$ cat src/rtl/alu_op_sequencer_pkg.sv
// Shared constants and enums for the ALU operation sequencer and its ALU.
package alu_op_sequencer_pkg;

    localparam int DEF_DATA_W = 4;
    localparam int DEF_RES_W  = 2 * DEF_DATA_W;

    typedef enum logic [1:0] {
        ALU_ADD = 2'd0,
        ALU_OR  = 2'd1,
        ALU_AND = 2'd2,
        ALU_CAT = 2'd3
    } alu_func_t;

    typedef enum logic [1:0] {
        IDLE = 2'd0,
        EXEC = 2'd1,
        HOLD = 2'd2
    } seq_state_t;

endpackage

$ cat src/rtl/alu_op_sequencer_if.sv
// Upstream operation and downstream result handshakes of the sequencer.
// master = the side issuing operations / consuming results, slave = sequencer.
interface alu_op_sequencer_if
    import alu_op_sequencer_pkg::*;
#(
    parameter int DATA_W = DEF_DATA_W
);
    localparam int RES_W = 2 * DATA_W;

    logic              in_valid;
    logic              in_ready;
    logic [DATA_W-1:0] in_a;
    logic [DATA_W-1:0] in_b;
    logic [1:0]        in_func;
    logic              in_use_acc;

    logic              out_valid;
    logic              out_ready;
    logic [RES_W-1:0]  out_data;

    modport master (
        output in_valid, in_a, in_b, in_func, in_use_acc, out_ready,
        input  in_ready, out_valid, out_data
    );

    modport slave (
        input  in_valid, in_a, in_b, in_func, in_use_acc, out_ready,
        output in_ready, out_valid, out_data
    );
endinterface

$ cat src/rtl/alu_op_sequencer.sv
// Sequencer around an external combinational ALU: registers operands on
// accept, captures the result one edge later and holds it until consumed.
// The last result is kept as an accumulator whose low nibble can replace B.
module alu_op_sequencer
    import alu_op_sequencer_pkg::*;
#(
    parameter  int DATA_W = DEF_DATA_W,
    localparam int RES_W  = 2 * DATA_W
) (
    input  logic              Clock,
    input  logic              Resetn,
    alu_op_sequencer_if.slave op,
    input  logic              acc_clr,
    output logic [DATA_W-1:0] alu_a,
    output logic [DATA_W-1:0] alu_b,
    output logic [1:0]        alu_func,
    input  logic [RES_W-1:0]  alu_result,
    output logic [RES_W-1:0]  acc
);

    seq_state_t state;
    logic       accept;

    // Ready in IDLE, or in HOLD when the held result leaves on this same edge.
    // Gated by Resetn so nothing is accepted while reset is asserted.
    assign op.in_ready = Resetn & ((state == IDLE) | ((state == HOLD) & op.out_ready));
    assign accept      = op.in_valid & op.in_ready;

    // FSM, operand registers, result capture and accumulator.
    always_ff @(posedge Clock or negedge Resetn) begin
        if (!Resetn) begin
            state        <= IDLE;
            alu_a        <= '0;
            alu_b        <= '0;
            alu_func     <= '0;
            op.out_data  <= '0;
            op.out_valid <= 1'b0;
            acc          <= '0;
        end else begin
            // Operands only move on accept so the ALU inputs stay steady per op.
            // B sees acc as it stands at this edge (the result being consumed).
            if (accept) begin
                alu_a    <= op.in_a;
                alu_func <= op.in_func;
                alu_b    <= op.in_use_acc ? acc[DATA_W-1:0] : op.in_b;
            end

            // Clear beats a coincident capture for acc only.
            if (acc_clr)
                acc <= '0;
            else if (state == EXEC)
                acc <= alu_result;

            case (state)
                IDLE: begin
                    if (accept)
                        state <= EXEC;
                end
                EXEC: begin
                    op.out_data  <= alu_result;
                    op.out_valid <= 1'b1;
                    state        <= HOLD;
                end
                HOLD: begin
                    if (op.out_ready) begin
                        op.out_valid <= 1'b0;
                        state        <= accept ? EXEC : IDLE;
                    end
                end
                default: state <= IDLE;
            endcase
        end
    end

endmodule
$ cat src/flat_wrapper.sv
// flat-port wrapper written by rule: the top's interface ports become plain ports
module alu_op_sequencer_flat import alu_op_sequencer_pkg::*;
#(
    parameter  int DATA_W = DEF_DATA_W,
    localparam int RES_W  = 2 * DATA_W
)
  (Clock, Resetn, acc_clr, alu_a, alu_b, alu_func, alu_result, acc, op_in_valid, op_in_a, op_in_b, op_in_func, op_in_use_acc, op_out_ready, op_in_ready, op_out_valid, op_out_data);
  alu_op_sequencer_if #(.DATA_W(DATA_W)) op_i ();
  input  logic Clock;
  input  logic Resetn;
  input  logic acc_clr;
  output logic [DATA_W-1:0] alu_a;
  output logic [DATA_W-1:0] alu_b;
  output logic [1:0] alu_func;
  input  logic [RES_W-1:0] alu_result;
  output logic [RES_W-1:0] acc;
  input wire logic [$bits(op_i.in_valid)-1:0] op_in_valid;
  input wire logic [$bits(op_i.in_a)-1:0] op_in_a;
  input wire logic [$bits(op_i.in_b)-1:0] op_in_b;
  input wire logic [$bits(op_i.in_func)-1:0] op_in_func;
  input wire logic [$bits(op_i.in_use_acc)-1:0] op_in_use_acc;
  input wire logic [$bits(op_i.out_ready)-1:0] op_out_ready;
  output wire logic [$bits(op_i.in_ready)-1:0] op_in_ready;
  output wire logic [$bits(op_i.out_valid)-1:0] op_out_valid;
  output wire logic [$bits(op_i.out_data)-1:0] op_out_data;
  assign op_i.in_valid = op_in_valid;
  assign op_i.in_a = op_in_a;
  assign op_i.in_b = op_in_b;
  assign op_i.in_func = op_in_func;
  assign op_i.in_use_acc = op_in_use_acc;
  assign op_i.out_ready = op_out_ready;
  assign op_in_ready = op_i.in_ready;
  assign op_out_valid = op_i.out_valid;
  assign op_out_data = op_i.out_data;
  alu_op_sequencer #(.DATA_W(DATA_W)) u_core (.Clock(Clock), .Resetn(Resetn), .op(op_i), .acc_clr(acc_clr), .alu_a(alu_a), .alu_b(alu_b), .alu_func(alu_func), .alu_result(alu_result), .acc(acc));
endmodule
$ cat config.mk
export PLATFORM = sky130hd
export DESIGN_NAME = alu_op_sequencer_flat
export DESIGN_NICKNAME = d
export VERILOG_FILES = /design/src/rtl/alu_op_sequencer_pkg.sv /design/src/rtl/alu_op_sequencer_if.sv /design/src/rtl/alu_op_sequencer.sv /design/src/flat_wrapper.sv
export SDC_FILE = /design/constraint.sdc
export NUM_CORES = 1
export LEC_CHECK = 0
export ABC_AREA = 1
export BUFFER_PORTS_ARGS = -buffer_cell sky130_fd_sc_hd__buf_2
export CAP_MARGIN = 0
export CORE_ASPECT_RATIO = 0.75
export CORE_UTILIZATION = 46
export CTS_BUF_LIST = sky130_fd_sc_hd__clkbuf_16
export DETAILED_ROUTE_END_ITERATION = 8
export GPL_ROUTABILITY_DRIVEN = 1
export PLACE_DENSITY = 0.84
export SLEW_MARGIN = 20
export SYNTH_ARGS = -nofsm -noshare
export SYNTH_HDL_FRONTEND = slang
export SYNTH_SLANG_ARGS = --single-unit
$ cat constraint.sdc
create_clock -name Clock -period 1.29 [get_ports Clock]
set_input_delay 0.0645 -clock Clock [delete_from_list [all_inputs] [get_ports Clock]]
set_output_delay 0.0645 -clock Clock [all_outputs]
set_load 0.02 [all_outputs]
# Word-level counts from Yosys, hierarchy flattened
# Cells that the tools add are included.
[totals]
ff_bits = 29
[op_classes]
n_reduce_logical = 5
n_mux = 9
bitwise = 4
n_eq_ne = 4
[ops]
columns = ["operator", "n"]
rows = [
  ["8-bit 2-to-1 mux", 2],
  ["2-bit case mux with 3 select lines", 1],
  ["2-bit 2-to-1 mux", 2],
  ["4-bit 2-to-1 mux", 1],
  ["2-bit AND reduction", 2],
  ["2-bit nonzero test", 2],
  ["1-bit AND", 3],
  ["2-bit by 1-bit == test with 1-bit output, second input constant", 1],
  ["2-bit == test, second input constant", 1],
  ["2-bit logical NOT", 1],
  ["1-bit 2-to-1 mux", 2],
  ["2-bit by 1-bit inequality test with 1-bit output, second input constant", 1],
  ["2-bit inequality test, second input constant", 1],
  ["1-bit case mux with 2 select lines", 1],
  ["1-bit OR", 1],
]

# Depth between registers and ports, before layout
# Gate-level depths: netlist of the first run.
[depth]
word_depth = 8
ltp_mapped = 6

# Worst setup path before layout of the first run
# No wires, ideal clock.
[synth_timing]
path_type = "register -> register"
startpoint = "register u_core.state[0]"
endpoint = "register u_core.alu_b[0]"
path_stages_with_launch = 6
arrival_ns = 1.020
required_time_ns = 1.224
setup_slack_ns = 0.204
period_less_slack_ns = 1.086
path_cell_list = "dfrtp_1 inv_2 nand2_1 nor2_2 nand3_1 nand2_1"
[synth_between]
elab_chain_cells = 5
[synth_lines]
columns = ["element", "line", "rtl"]
rows = [
  ["start: declaration", "alu_op_sequencer.sv:21", "seq_state_t state;"],
  ["start signal: assignment", "alu_op_sequencer.sv:67", "state <= accept ? EXEC : IDLE;"],
  ["2-bit == test", "alu_op_sequencer.sv:26", "assign op.in_ready = Resetn & ((state == IDLE) | ((state == HOLD) & op.out_ready));"],
  ["1-bit AND", "alu_op_sequencer.sv:26", ""],
  ["1-bit OR *", "alu_op_sequencer.sv:26", ""],
  ["1-bit AND *", "alu_op_sequencer.sv:26", ""],
  ["via op_in_ready", "flat_wrapper.sv:23", "output wire logic [$bits(op_i.in_ready)-1:0] op_in_ready;"],
  ["1-bit AND *", "alu_op_sequencer.sv:27", "assign accept = op.in_valid & op.in_ready;"],
  ["end signal: assignment", "alu_op_sequencer.sv:45", "alu_b <= op.in_use_acc ? acc[DATA_W-1:0] : op.in_b;"],
  ["end: declaration", "alu_op_sequencer.sv:15", "output logic [DATA_W-1:0] alu_b,"],
]
# Mark *: on every way through the listed nets, which the timed path passes. The rest lies on a longest branch.
# A chain may end at the register's enable or synchronous reset.

# Worst setup path after layout of the first run
[layout_timing]
startpoint = "register u_core.state[1]"
endpoint = "output port op_in_ready"
[layout_between]
elab_chain_cells = 4
[layout_lines]
columns = ["element", "line"]
rows = [
  ["2-bit == test", "alu_op_sequencer.sv:26"],
  ["1-bit AND", "alu_op_sequencer.sv:26"],
  ["1-bit OR *", "alu_op_sequencer.sv:26"],
  ["1-bit AND *", "alu_op_sequencer.sv:26"],
  ["end: declaration", "flat_wrapper.sv:23"],
]
# Mark *: on every way between the ends. The rest lies on a longest branch, timed or not.

==> impl_metrics.toml, run 1 <==
[routing]
first_pass_iters = 4
via_count = 1136
via_per_inst = 4.96
routed_wl_um = 3040
drtIter0Drc = 40
wl_per_cell_um = 13.3
detail-route-antenna-nets = 0
drc = 0

[clock_tree]
cts_root_buf = "clkbuf_16"
cts_buffers = 5
clkTransAtPathRegs_ns = 0.05
clk_latency_ns = 0.26
htreeDepth = 2
cts_tree = "built"
cts.sinks = 29
clockBufferDepth = 2

[finish]
areaGrowthSynthToFinish_pct = 37.3
num-fill-cells = 182
fin_util = 0.705
drive_above_1_share = 0.446
regArea_um2 = 727
multi_input_area_um2 = 467
fin_cells = 229
layout_commonest_cell = "nand2_1"
final_cell_mix = "nand2_1 (57), buf_2 (50), dfrtp_1 (28)"
antenna_cells = 0
final_nets = 219

[floorplan]
die_w_um = 62.3
design.core.area_um2 = 2440
ios = 52
die_y_um = 47.2
initial_utilization = 0.513
die-area_um2 = 2940
rows = 15

[timing]
tightest_slew_ns = 0.522
final-setup-viol-count = 0
period_needed_ns = 1.22
rsz0062_at_grt = "false"
slew-limit-headroom = 0.651
finalClockSkew_ns = 0.00173
whs_ns = 0.0214
max_freq_mhz = 822
setup-tns-final_ns = 0
hold_viol_final = 0
timing.final.crit_share = 0.943
final_max_slew_viol_count = 0

[worst_setup_path]
critPathMaxFanout = 4
startpoint = "u_core.state[1]"
required_ns = 1.23
worstSetupStartpointType = "flop"
end_kind = "output port"
arrival_ns = 1.15
cp_slowest_stage_delay_ns = 0.41
rr_startpoint = "u_core.state[1]"
path_cells = "inv_2 -> nor2_1 -> nor2_4 -> buf_4"
crit_type = "flop to output port"
worst_path_max_delay_cell = "dfrtp_1"

[synthesis]
synth_fp_nets = 158
syn_avg_cell_area_um2 = 9.35
ys_seq_elements = 29
netlist_area_um2 = 1250
synth_cell_types = 18
synth-warning-count = 0
yosysSeqAreaShare = 0.579
synthCells = 134

[power]
p_leak_nw = 0.973
vdd_ir_drop_max_v = 0.000972
finalPower_w = 0.00285
powerDensity_nw_per_um2 = 1660

[global_routing]
grt-ovfl-total = 0
grt_pass1_wl_um = 4890
antenna_found_initial = 0
grt_util_all_layers = 0.226
grt_pass1_vias = 1114
grt_max_degree = 19

[place]
placed_cells = 218
gp_congestion = 0.710
numPortBuffers = 51
dpl.hpwl_um = 2160

[min_path]
min_from = "alu_result[6]"
min_path_type = "primary input to flop"

[run_status]
outcome = "finished, final reports clean"

[job]
drv_cap = 0
==> layout make-up <==
| type | count | area share |
|---|---|---|
| flip-flops and latches | 29 | 0.423 |
| multi-input cells | 93 | 0.271 |
| repair buffers | 58 | 0.183 |
| clock buffers | 5 | 0.0728 |
| well taps | 34 | 0.0247 |
| inverters | 8 | 0.0204 |
| clock inverters | 2 | 0.00437 |
==> stage by stage <==
| stage | area (um^2) | setup WS (ns) |
|---|---|---|
| finish | 1720 | 0.0730 |
| global route | 1720 | 0.0314 |
| detailed placement | 1540 | 0.172 |
| global placement | 1540 | 0.214 |
| floorplan | 1250 | 0.204 |
| CTS | 1700 | 0.0191 |
==> final timing paths <==
| path | endpoint | slack, ns | cells past startpoint |
|---|---|---|---|
| worst max-delay path | op_in_ready | 0.07 | 4 |
| worst min-delay path | u_core.op.out_data[6] | 0.02 | 3 |
| worst max register to register | u_core.alu_b[3] | 0.16 | 4 |
| worst min register to register | u_core.alu_a[0] | 0.46 | 2 |
| max in group asynchronous | u_core.state[0] | 0.46 | 3 |
| min in group asynchronous | u_core.state[1] | 0.17 | 2 |
==> registers in the layout, indices dropped and copies added, names as in the netlist <==
register	flops
u_core.acc	8
u_core.alu_a	4
u_core.alu_b	4
u_core.alu_func	2
u_core.op.out_data	8
u_core.op.out_valid	1
u_core.state	2
==> layer usage <==
layer	up-vias	wire (um)	global-route usage
li1	541	-	-
met3	6	206	0.0704
met1	543	1320	0.265
met5	-	0	0
met2	46	1470	0.402
met4	0	37	0.102
==> repair_timing <==
| action | in CTS | in global routing |
|---|---|---|
| endpoints found under the setup margin | 1 | 1 |
| buffers inserted | 0 | 2 |
| hold buffers | 2 | 0 |
| hold endpoints to repair | 29 | 0 |
| resized for setup | 3 | 0 |
| pin swaps | 0 | 1 |
==> cells by family (layout without fill, tap and decap cells) <==
| logic type | after synthesis | count (layout) | synth area share |
|---|---|---|---|
| simple gates | 84 | 84 | 0.309 |
| buf+inv | 12 | 73 | 0.0519 |
| compound gates | 9 | 9 | 0.0599 |
| flops | 29 | 29 | 0.579 |
==> report_power, final <==
part	total [W]	internal [W]	switching (W)
sequential	0.00115	0.00106	0.0000870
clock	0.00103	0.000684	0.000342
combinational	0.000675	0.000233	0.000442
==> critical path: cells and delay by family (launching register included) <==
family                 cells  cell delay [ns]
and+or+nand+nor            2             0.25
DFF                        1             0.41
buffers and inverters      2             0.23
==> cells in the mapped netlist <==
master    count  area share
nor2_1        1      0.0030
nand4_1       6       0.030
nand2_2      10       0.050
inv_2         2      0.0060
o21ai_1       1      0.0040
buf_6         2       0.018
clkinv_4      1      0.0070
nor2_2        1      0.0050
inv_1         5       0.015
dfrtp_1      29        0.58
nand3_1       6       0.024
a21oi_2       8       0.056
nand2_4       1      0.0090
nand3_2       1      0.0080
buf_1         1      0.0030
nor2_4        1      0.0090
nand2_1      57        0.17
clkbuf_1      1      0.0030
No activity file was read; power rests on OpenSTA's default activity.
==> run 2: changes to the inputs <==
CORE_UTILIZATION = 40   (was 46)
PLACE_DENSITY = 0.76   (was 0.84)
==> run 2 against run 1 <==
Net effect:
- critical path depth is the same
- core utilization decreased by 13 points
- sequential cell count did not move
- first-iteration DRC count up 10%
- combinational power shrank 3%
- die area up 14%
- hold slack improved by 0.0048 ns
- maximum frequency grew 1.5%
- sequential power hardly changed
- global-route usage shrank 4.4 points
- largest cell class unchanged
==> impl_metrics.toml, run 2 (synthesis results as in run 1) <==
[min_path]
min_path_cells = 3
min_path_type = "primary input to flop"
hold_end = "u_core.op.out_data[4]"
min_from = "alu_result[4]"

[worst_setup_path]
required_ns = 1.23
worstSetupStartpointType = "flop"
arrival_ns = 1.13
r2r-end = "u_core.op.out_valid"
end_kind = "output port"
crit_type = "flop to output port"
critPathMaxFanout = 4
r2r_setup_slack_ns = 0.15
reg2reg_depth = 5
rr_startpoint = "u_core.state[1]"

[floorplan]
ios = 52
die_w_um = 66.6
die-area_um2 = 3360
design.core.area_um2 = 2960
die_y_um = 50.5
rows = 17
initial_utilization = 0.424

[finish]
final_cell_mix = "nand2_1 (57), buf_2 (50), dfrtp_1 (28)"
num-fill-cells = 258
fin_cells = 231
areaGrowthSynthToFinish_pct = 36.3
drive_above_1_share = 0.446
final_nets = 217
antenna_cells = 0
layout_commonest_cell = "nand2_1"
fin_util = 0.577
reg_top3 = "u_core.acc (8), u_core.op.out_data (8)"

[timing]
max_freq_mhz = 834
finalClockSkew_ns = 0.00296
period_needed_ns = 1.20
tightest_slew_ns = 0.252
rsz0062_at_grt = "false"
slew-limit-headroom = 0.832
hold_viol_final = 0
whs_ns = 0.0262
final_max_slew_viol_count = 0
setup-tns-final_ns = 0
timing.final.crit_share = 0.930
final-setup-viol-count = 0

[routing]
via_per_inst = 4.63
routed_wl_um = 2740
first_pass_iters = 5
drtIter0Drc = 44
drc = 0
detail-route-antenna-nets = 0
wl_per_cell_um = 11.9
via_count = 1070

[place]
gp_congestion = 0.777
dpl.hpwl_um = 2000
numPortBuffers = 51
placed_cells = 222

[power]
vdd_ir_drop_max_v = 0.000969
p_leak_nw = 0.964
powerDensity_nw_per_um2 = 1670
finalPower_w = 0.00284

[clock_tree]
htreeDepth = 2
cts_root_buf = "clkbuf_16"
clkTransAtPathRegs_ns = 0.05
clk_latency_ns = 0.27
cts.sinks = 29
clockBufferDepth = 2
cts_buffers = 5
cts_tree = "built"

[global_routing]
antenna_found_initial = 0
grt_pass1_vias = 979
grt-ovfl-total = 0
grt_pass1_wl_um = 4400
grt_max_degree = 19
grt_util_all_layers = 0.183

[run_status]
outcome = "finished, final reports clean"

[job]
drv_cap = 0
==> run 2: cell types whose count changed in the layout (fill, tap and decap cells not counted) <==
cell / change
buf_4: -1
dlygate4sd3_1: -1
==> run 2: per-stage QoR <==
step / setup WS, ns / area, um^2
finish: 0.0905 / 1710
global route: 0.0641 / 1710
CTS: 0.0116 / 1700
detailed placement: 0.164 / 1550
global placement: 0.200 / 1550
floorplan: 0.204 / 1250
==> run 2: power breakdown <==
group          internal (W)  switching [W]  total, W  leakage, nW
sequential          0.00106      0.0000862   0.00115        0.371
combinational      0.000228       0.000430  0.000658        0.525
clock              0.000684       0.000352   0.00104       0.0685
==> run 2: layout make-up <==
| class | count | area, um^2 | share of cell area |
|---|---|---|---|
| sequential | 29 | 727 | 0.426 |
| multi-input combinational | 93 | 467 | 0.273 |
| timing repair buffer | 56 | 298 | 0.174 |
| clock buffer | 5 | 125 | 0.0733 |
| tap | 38 | 47.5 | 0.0279 |
| inverter | 8 | 35.0 | 0.0205 |
| clock inverter | 2 | 7.51 | 0.00440 |
==> run 2: worst max-delay path by stage <==
stage / end / startpoint / depth (start not counted)
finish: op_in_ready / u_core.state[1] / 4
global route: op_in_ready / u_core.state[1] / 4
CTS: op_in_ready / u_core.state[0] / 4
detailed placement: u_core.op.out_valid / u_core.state[0] / 4
global placement: u_core.op.out_valid / u_core.state[0] / 4
floorplan: u_core.alu_b[0] / u_core.state[0] / 5
==> run 2: critical path: stages (launching register included) <==
cell     delay, ns
dfrtp_1       0.41
inv_2         0.07
nor2_1        0.17
nor2_4        0.06
buf_4         0.15
==> run 2: timing repair <==
item	CTS	global route
buffers inserted	0	1
hold endpoints to repair	29	0
gates resized for setup	3	0
endpoints found under the setup margin	1	1
hold buffers	1	0
pin swaps	0	1
gates cloned	0	0
==> run 2: layer usage <==
| metal | part of all wire | track usage |
|---|---|---|
| met2 | 0.48 | 0.283 |
| met5 | 0 | 0 |
| met4 | 0 | 0.0532 |
| met1 | 0.48 | 0.238 |
| met3 | 0.034 | 0.0682 |
